## src/rtl/id_ex_pipe_reg_pkg.sv

```systemverilog
// Shared constants and pipeline-control encoding for the ID/EX register and its
// EX/MEM and MEM/WB successors.
package id_ex_pipe_reg_pkg;

  localparam logic [31:0] PC_START  = 32'h0000_3000;
  localparam logic [5:0]  INSTR_NOP = 6'h00;

  typedef enum logic [1:0] {
    PIPE_ADV,
    PIPE_HOLD,
    PIPE_CLR,
    PIPE_FLUSH
  } pipe_ctrl_e;

endpackage

```

## src/rtl/id_ex_pipe_reg_slot.sv

```systemverilog
// One pipeline slot: valid bit plus payload, with load / bubble / hold (neither) controls.
module pipe_slot
  import id_ex_pipe_reg_pkg::*;
#(
  parameter int unsigned         DATA_W   = 32,
  parameter int unsigned         CODE_W   = 6,
  parameter logic [DATA_W-1:0]   PC_RESET = DATA_W'(PC_START),
  parameter logic [CODE_W-1:0]   NOP_CODE = CODE_W'(INSTR_NOP)
) (
  input  logic              clk,
  input  logic              reset,
  input  logic              load,
  input  logic              bubble,
  input  logic [DATA_W-1:0] bubble_pc,
  input  logic              valid_d,
  input  logic [DATA_W-1:0] pc_d,
  input  logic [DATA_W-1:0] instr_d,
  input  logic [CODE_W-1:0] code_d,
  input  logic [DATA_W-1:0] rs_d,
  input  logic [DATA_W-1:0] rt_d,
  input  logic [DATA_W-1:0] imm_d,
  output logic              valid_q,
  output logic [DATA_W-1:0] pc_q,
  output logic [DATA_W-1:0] instr_q,
  output logic [CODE_W-1:0] code_q,
  output logic [DATA_W-1:0] rs_q,
  output logic [DATA_W-1:0] rt_q,
  output logic [DATA_W-1:0] imm_q
);

  always_ff @(posedge clk) begin
    if (reset) begin
      valid_q <= 1'b0;
      pc_q    <= PC_RESET;
      instr_q <= '0;
      code_q  <= NOP_CODE;
      rs_q    <= '0;
      rt_q    <= '0;
      imm_q   <= '0;
    end else if (bubble) begin
      valid_q <= 1'b0;
      pc_q    <= bubble_pc;
      instr_q <= '0;
      code_q  <= NOP_CODE;
      rs_q    <= '0;
      rt_q    <= '0;
      imm_q   <= '0;
    end else if (load) begin
      valid_q <= valid_d;
      pc_q    <= pc_d;
      instr_q <= instr_d;
      code_q  <= code_d;
      rs_q    <= rs_d;
      rt_q    <= rt_d;
      imm_q   <= imm_d;
    end
  end

endmodule

```

## src/rtl/id_ex_pipe_reg.sv

```systemverilog
// ID->EX pipeline register: DEPTH chained slots with hold, clear, flush and
// saturating stall/bubble perf counters.
module id_ex_pipe_reg
  import id_ex_pipe_reg_pkg::*;
#(
  parameter int unsigned       DATA_W        = 32,
  parameter int unsigned       CODE_W        = 6,
  parameter int unsigned       DEPTH         = 1,
  parameter logic [DATA_W-1:0] PC_RESET      = DATA_W'(PC_START),
  parameter logic [CODE_W-1:0] NOP_CODE      = CODE_W'(INSTR_NOP),
  parameter bit                CLEAR_KEEP_PC = 1'b1,
  parameter int unsigned       CNT_W         = 16
) (
  input  logic              clk,
  input  logic              reset,
  input  logic              hold_in,
  input  logic              clear_in,
  input  logic              flush_all_in,
  input  logic              valid_in,
  input  logic [DATA_W-1:0] pc_in,
  input  logic [DATA_W-1:0] instr_in,
  input  logic [CODE_W-1:0] code_in,
  input  logic [DATA_W-1:0] rs_data_in,
  input  logic [DATA_W-1:0] rt_data_in,
  input  logic [DATA_W-1:0] imm_in,
  output logic              valid_out,
  output logic [DATA_W-1:0] pc_out,
  output logic [DATA_W-1:0] instr_out,
  output logic [CODE_W-1:0] code_out,
  output logic [DATA_W-1:0] rs_data_out,
  output logic [DATA_W-1:0] rt_data_out,
  output logic [DATA_W-1:0] imm_out,
  output logic [CNT_W-1:0]  stall_cnt,
  output logic [CNT_W-1:0]  bubble_cnt
);

  localparam int unsigned CW1 = CNT_W + 1;

  pipe_ctrl_e        ctrl;
  logic [DATA_W-1:0] bubble_pc;

  logic              valid_q [DEPTH];
  logic [DATA_W-1:0] pc_q    [DEPTH];
  logic [DATA_W-1:0] instr_q [DEPTH];
  logic [CODE_W-1:0] code_q  [DEPTH];
  logic [DATA_W-1:0] rs_q    [DEPTH];
  logic [DATA_W-1:0] rt_q    [DEPTH];
  logic [DATA_W-1:0] imm_q   [DEPTH];

  // Reset is handled inside each slot; this decode covers the remaining priority chain.
  always_comb begin
    ctrl = PIPE_ADV;
    if (flush_all_in)  ctrl = PIPE_FLUSH;
    else if (hold_in)  ctrl = PIPE_HOLD;
    else if (clear_in) ctrl = PIPE_CLR;
  end

  assign bubble_pc = CLEAR_KEEP_PC ? pc_in : PC_RESET;

  for (genvar k = 0; k < DEPTH; k++) begin : g_slot
    logic              v_d;
    logic [DATA_W-1:0] pc_d, instr_d, rs_d, rt_d, imm_d;
    logic [CODE_W-1:0] code_d;
    logic              load, bubble;

    if (k == 0) begin : g_head
      assign v_d     = valid_in;
      assign pc_d    = pc_in;
      assign instr_d = instr_in;
      assign code_d  = code_in;
      assign rs_d    = rs_data_in;
      assign rt_d    = rt_data_in;
      assign imm_d   = imm_in;
      assign load    = (ctrl == PIPE_ADV);
      assign bubble  = (ctrl == PIPE_FLUSH) || (ctrl == PIPE_CLR);
    end else begin : g_tail
      assign v_d     = valid_q[k-1];
      assign pc_d    = pc_q[k-1];
      assign instr_d = instr_q[k-1];
      assign code_d  = code_q[k-1];
      assign rs_d    = rs_q[k-1];
      assign rt_d    = rt_q[k-1];
      assign imm_d   = imm_q[k-1];
      assign load    = (ctrl == PIPE_ADV) || (ctrl == PIPE_CLR);
      assign bubble  = (ctrl == PIPE_FLUSH);
    end

    pipe_slot #(
      .DATA_W   (DATA_W),
      .CODE_W   (CODE_W),
      .PC_RESET (PC_RESET),
      .NOP_CODE (NOP_CODE)
    ) u_slot (
      .clk       (clk),
      .reset     (reset),
      .load      (load),
      .bubble    (bubble),
      .bubble_pc (bubble_pc),
      .valid_d   (v_d),
      .pc_d      (pc_d),
      .instr_d   (instr_d),
      .code_d    (code_d),
      .rs_d      (rs_d),
      .rt_d      (rt_d),
      .imm_d     (imm_d),
      .valid_q   (valid_q[k]),
      .pc_q      (pc_q[k]),
      .instr_q   (instr_q[k]),
      .code_q    (code_q[k]),
      .rs_q      (rs_q[k]),
      .rt_q      (rt_q[k]),
      .imm_q     (imm_q[k])
    );
  end

  assign valid_out   = valid_q[DEPTH-1];
  assign pc_out      = pc_q[DEPTH-1];
  assign instr_out   = instr_q[DEPTH-1];
  assign code_out    = code_q[DEPTH-1];
  assign rs_data_out = rs_q[DEPTH-1];
  assign rt_data_out = rt_q[DEPTH-1];
  assign imm_out     = imm_q[DEPTH-1];

  logic [CW1-1:0] stall_sum, bubble_sum, bubble_inc;

  // One guard bit catches overflow so the counters clamp instead of wrapping.
  always_comb begin
    bubble_inc = '0;
    case (ctrl)
      PIPE_CLR:   bubble_inc = CW1'(1);
      PIPE_FLUSH: bubble_inc = CW1'(DEPTH);
      default:    bubble_inc = '0;
    endcase
    stall_sum  = {1'b0, stall_cnt} + CW1'(ctrl == PIPE_HOLD);
    bubble_sum = {1'b0, bubble_cnt} + bubble_inc;
  end

  always_ff @(posedge clk) begin
    if (reset) begin
      stall_cnt  <= '0;
      bubble_cnt <= '0;
    end else begin
      stall_cnt  <= stall_sum[CNT_W]  ? '1 : stall_sum[CNT_W-1:0];
      bubble_cnt <= bubble_sum[CNT_W] ? '1 : bubble_sum[CNT_W-1:0];
    end
  end

endmodule

```

## config.mk

```make
export PLATFORM = sky130hd
export DESIGN_NAME = id_ex_pipe_reg
export DESIGN_NICKNAME = d
export VERILOG_FILES = /design/src/rtl/id_ex_pipe_reg_pkg.sv /design/src/rtl/id_ex_pipe_reg_slot.sv /design/src/rtl/id_ex_pipe_reg.sv
export SDC_FILE = /design/constraint.sdc
export NUM_CORES = 1
export LEC_CHECK = 0
export ABC_AREA = 1
export BUFFER_PORTS_ARGS = -buffer_cell sky130_fd_sc_hd__buf_4
export CORE_AREA = 2 2 115 228
export DETAILED_ROUTE_END_ITERATION = 10
export DIE_AREA = 0 0 117 230
export PLACE_DENSITY = 0.54
export SETUP_SLACK_MARGIN = 0.2
export SLEW_MARGIN = 15
export SYNTH_ARGS = -nofsm -noshare
export SYNTH_HDL_FRONTEND = slang
export SYNTH_SLANG_ARGS = --single-unit
```

## constraint.sdc

```tcl
create_clock -name clk -period 2.4 [get_ports clk]
set_clock_uncertainty 0.1 [all_clocks]
set_input_delay 0.48 -clock clk [delete_from_list [all_inputs] [get_ports clk]]
set_output_delay 0.48 -clock clk [all_outputs]
set_load 0.01 [all_outputs]
```

; Yosys cells after proc, flatten, opt, wreduce, memory -nomap -nowiden
; Cells that the tools add are included.
[word_totals]
in_bits = 172
regBits = 199
[classes]
n_eq_ne = 3
n_mux = 8
n_addsub = 2
n_reduce_logical = 5
[ops]
columns = op, count
row1 = 2-to-1 mux 32 bit, 2
row2 = 2-to-1 mux 16 bit, 2
row3 = adder 16 x 1 -> 17 bit, 1
row4 = adder 16 x 17 -> 17 bit, 1
row5 = 2-to-1 mux 2 bit, 3
row6 = == test 2 bit (second input constant), 2
row7 = OR reduction 2 bit, 2
row8 = == test 2 x 1 -> 1 bit (second input constant), 1
row9 = zero test 2 bit, 1
row10 = nonzero test 2 bit, 1
row11 = logical OR 1 bit, 1
row12 = 2-to-1 mux 1 bit, 1

; Depth between registers and ports, before layout
[depth]
word_depth = 8
mapped_depth = 14
ltp_nobuf = 13

; By module
; Synthesis repeated with hierarchy kept, for this count alone.
[hier_totals]
hier_cells = 1114
hier_area_um2 = 8010.2
[modules_own_cells]
columns = module, n_inst, area_each_um2, seq_area_each_um2, cells_each
row1 = pipe_slot, 1, 6236.0, 3343.2, 859
row2 = id_ex_pipe_reg, 1, 1774.2, 640.6, 255

; Least setup slack after synthesis
; OpenSTA, ideal clock, no wires.
[synth_path]
kind = in2reg
startpoint = input port hold_in
endpoint = register stall_cnt[14]
required_time_ns = 2.191
setup_slack_ns = 0.149
path_stages = 12
t_arrival_ns = 2.042
path_cell_list = inv_2 -> nor2_2 -> clkbuf_1 -> ha_1 -> ha_1 -> nand3_1 -> nor2_1 -> nand3_1 -> nand2_1 -> nand3_1 -> nand2_1 -> inv_1
[synth_between]
elab_chain_cells = 5
[synth_rtl]
columns = element, line_no
row1 = from (decl), id_ex_pipe_reg.sv:16  ; input logic hold_in,
row2 = 2-to-1 mux 2 bit, id_ex_pipe_reg.sv:54  ; else if (hold_in) ctrl = PIPE_HOLD;
row3 = 2-to-1 mux 2 bit, id_ex_pipe_reg.sv:53  ; if (flush_all_in) ctrl = PIPE_FLUSH;
row4 = == test 2 x 1 -> 1 bit, id_ex_pipe_reg.sv:134  ; stall_sum = {1'b0, stall_cnt} + CW1'(ctrl == PIPE_HOLD);
row5 = adder 16 x 1 -> 17 bit, id_ex_pipe_reg.sv:134
row6 = 2-to-1 mux 16 bit, id_ex_pipe_reg.sv:143  ; stall_cnt <= stall_sum[CNT_W] ? '1 : stall_sum[CNT_W-1:0];
row7 = to (signal assigned), id_ex_pipe_reg.sv:143
row8 = to (decl), id_ex_pipe_reg.sv:33  ; output logic [CNT_W-1:0] stall_cnt,
; Every way passes these cells.
; A chain may end at the register's enable or synchronous reset.

; Worst setup path in the final report
[layout_path]
startpoint = input port flush_all_in
endpoint = register stall_cnt[14]
[layout_between]
elab_chain_cells = 4
[layout_rtl]
columns = element, line_no
row1 = from (decl), id_ex_pipe_reg.sv:18  ; input logic flush_all_in,
row2 = 2-to-1 mux 2 bit, id_ex_pipe_reg.sv:53
row3 = == test 2 x 1 -> 1 bit, id_ex_pipe_reg.sv:134
row4 = adder 16 x 1 -> 17 bit, id_ex_pipe_reg.sv:134
row5 = 2-to-1 mux 16 bit, id_ex_pipe_reg.sv:143
; Every way passes these cells.

==> metrics <==
chip height=230 um; # port buffers=370; top cell type's share of synthesized area=0.5346; Lkg Pwr=0.004989 uW; Max VDD drop=0.3970 mV; clk sinks=199; Std-Cell Rows=82; vias in the first global route=7,424; fmax=0.5264 GHz; Slew Limit Headroom=0.6492; Post-DRT Antenna Nets=0; 1st-iter DRT viols=289; Max Cap Viol=0; pre-CTS setup slack=0.03859 ns; Reg power frac=0.470; Vias/cell=4.448; nets=1,513; Crit Path Class=in -> reg; Yosys reg bits=199; storage element area=3984 um2; first-pass GRT wire length=39,020 um; Clk network pwr share=0.435; initial antenna violation count=0; clock root cell=clkbuf_16; setup tns final=0 ns; Final Hold Vio Count=0; TritonCTS Buffers=17; layout cells sized above 1=0.3237; starting density of the core=0.2965; core area=25,140 um2; PwrDens=642.2 nW/um2; Hold WC Path Type=in -> reg; R2R depth=8; FF-to-FF End=bubble_cnt[8]$_SDFF_PP0_; worst hold path startpoint=pc_in[13]; die width=117 um; CP endpoint kind=register; DRC Markers=0; Post-Syn Nets=1,156; Net Sw Power=1705 uW; vias after detailed routing=7,500; outcome=finished clean; Hold EP=g_slot[0].u_slot.pc_q[13]$_SDFFE_PP1P_; Tcrit/Tclk final=0.7916; Design Power=7267 uW; Startpoint Class=input pin; CTS tree=built; Synth area leader=dfxtp_1; io pins=371; Multi-input gate area=2990 um2; fillcell total=2,593; fin crit period=1.900 ns; Overall Global Routing Usage=0.1916; Ys Warns=0; worst hold stages=3; final setup fails=0; register area share after synthesis=0.5346; die area=26,910 um2; synthesized instance count=980; post-CTS resize count=0; Comb pwr share=0.094; Synth Cell Area=7452 um2; post-synthesis area per instance=7.604 um2; PnR worst setup slack=0.5002 ns; gpl congestion=0.8535; Sw Share=0.2346; DRT Wirelength=26,010 um; WHS=0.1296 ns; Post-CTS Hold Fix Bufs=0; Worst Max-Slew Pin Slew=0.5262 ns; max-slew violations=0; Pint=5562 uW; FF-to-FF setup slack=0.70 ns; CTS H-Tree Depth=4; Worst EP arrival=2.15 ns; WP data required=2.65 ns; Netlist cell types=23; CP Max Fanout=5; clk slew on worst S/H paths=0.07 ns; n_diodes=0; top post-synthesis cells by area=dfxtp_1 (53%), nand2_1 (17%), a21oi_1 (10%), nor2_1 (4.6%), o21ai_0 (2.6%); worst skew pair latency=0.45 ns; setup bufs post-CTS=0; synthesis-to-layout area growth=51.85%; hpwl dp=19,560 um; RSZ-0062 raised after global routing=no; Clock Tree Buf Depth=2; worst reg2reg path startpoint=bubble_cnt[0]$_SDFF_PP0_; Initial DRT Pass Iterations=4; grt total ovfl=0; wire length per cell=15.43 um; maximum number of pins on one net before global-route repair=105
[worst max-delay path by stage]
stage	from	end	slack, ns	cells past startpoint
floorplan	hold_in	stall_cnt[14]$_SDFF_PP0_	0.23	12
CTS	hold_in	bubble_cnt[8]$_SDFF_PP0_	0.52	12
finish	flush_all_in	stall_cnt[14]$_SDFF_PP0_	0.50	11
global placement	flush_all_in	stall_cnt[14]$_SDFF_PP0_	0.06	11
global route	flush_all_in	stall_cnt[10]$_SDFF_PP0_	0.34	12
detailed placement	hold_in	bubble_cnt[5]$_SDFF_PP0_	0.04	12
[worst max-delay path, stage by stage]
cell and delay [ns]:
buf_4 0.13, nor2_2 0.32, ha_1 0.27, ha_1 0.17, nand3_1 0.20, nor2_1 0.25, nand3_1 0.11, nand2_1 0.07
nand3_1 0.07, nand2_1 0.06, inv_1 0.04
[logic make-up after synthesis]
kind of cell    count (synthesis)  synth area share
xor+xnor                       15           0.01763
fa+ha+maj                       4          0.006716
simple gates                  468            0.2471
flops                         199            0.5346
buf+inv                       104           0.06582
compound gates                190            0.1281
[cell usage after synthesis (all sizes together)]
cell / instances
xor2: 6
dfxtp: 199
clkbuf: 25
inv: 47
nor2: 96
nand4: 3
buf: 31
xnor2: 9
clkinv: 1
ha: 4
nand3: 30
nor3: 3
o21ai: 39
nand2: 335
a21oi: 151
nand3b: 1
[routing by layer]
| metal | track usage | wire [um] | part of all wire |
|---|---|---|---|
| met5 | 0 | 0 | 0 |
| met1 | 0.1872 | 9251 | 0.36 |
| met2 | 0.3573 | 14210 | 0.55 |
| met3 | 0.05087 | 1666 | 0.064 |
| met4 | 0.09669 | 887 | 0.034 |
[stage by stage]
step                      area, um2  instances    util
after floorplan                7453        980       -
after global placement        10670       1654  0.4246
after detailed placement      10670       1654  0.4246
after CTS                     11320       1686  0.4502
after global routing          11320       1686  0.4502
final                         11320       1686  0.4502
[power by group through the flow]
| stage | registers [uW] | logic [uW] | clock network (uW) |
|---|---|---|---|
| after detailed placement | 3500 | 698 | 0 |
| after floorplan | 3530 | 226 | 0 |
| after CTS | 3420 | 700 | 3270 |
| after global routing | 3430 | 752 | 3370 |
| after global placement | 3490 | 696 | 0 |
| final | 3420 | 687 | 3160 |
[cell usage in the layout (no fill, tap or decap), drive strengths merged]
master and instances:
bufinv 4, nand2 335, o21ai 39, inv 52, clkinvlp 1, clkinv 2
clkbuf 21, a21oi 151, dfxtp 199, nor3 3, ha 4, buf 394
nand4 3, xor2 6, nand3b 1, nand3 30, xnor2 9, nor2 96
[cell type report]
type,instances,area share
tap,336,0.03715
clock buffer,21,0.04069
timing repair buffer,394,0.2736
clock inverter,11,0.01614
inverter,48,0.01614
multi-input combinational,677,0.2643
sequential,199,0.3521
[sequential cells by signal (all words and copies together), names as in the netlist]
register,flops
g_slot.u_slot.instr_q,32
g_slot.u_slot.imm_q,32
stall_cnt,16
g_slot.u_slot.rt_q,32
g_slot.u_slot.rs_q,32
g_slot.u_slot.pc_q,32
bubble_cnt,16
g_slot.u_slot.valid_q,1
g_slot.u_slot.code_q,6
Note: power is estimated with default switching activity, not from simulation.
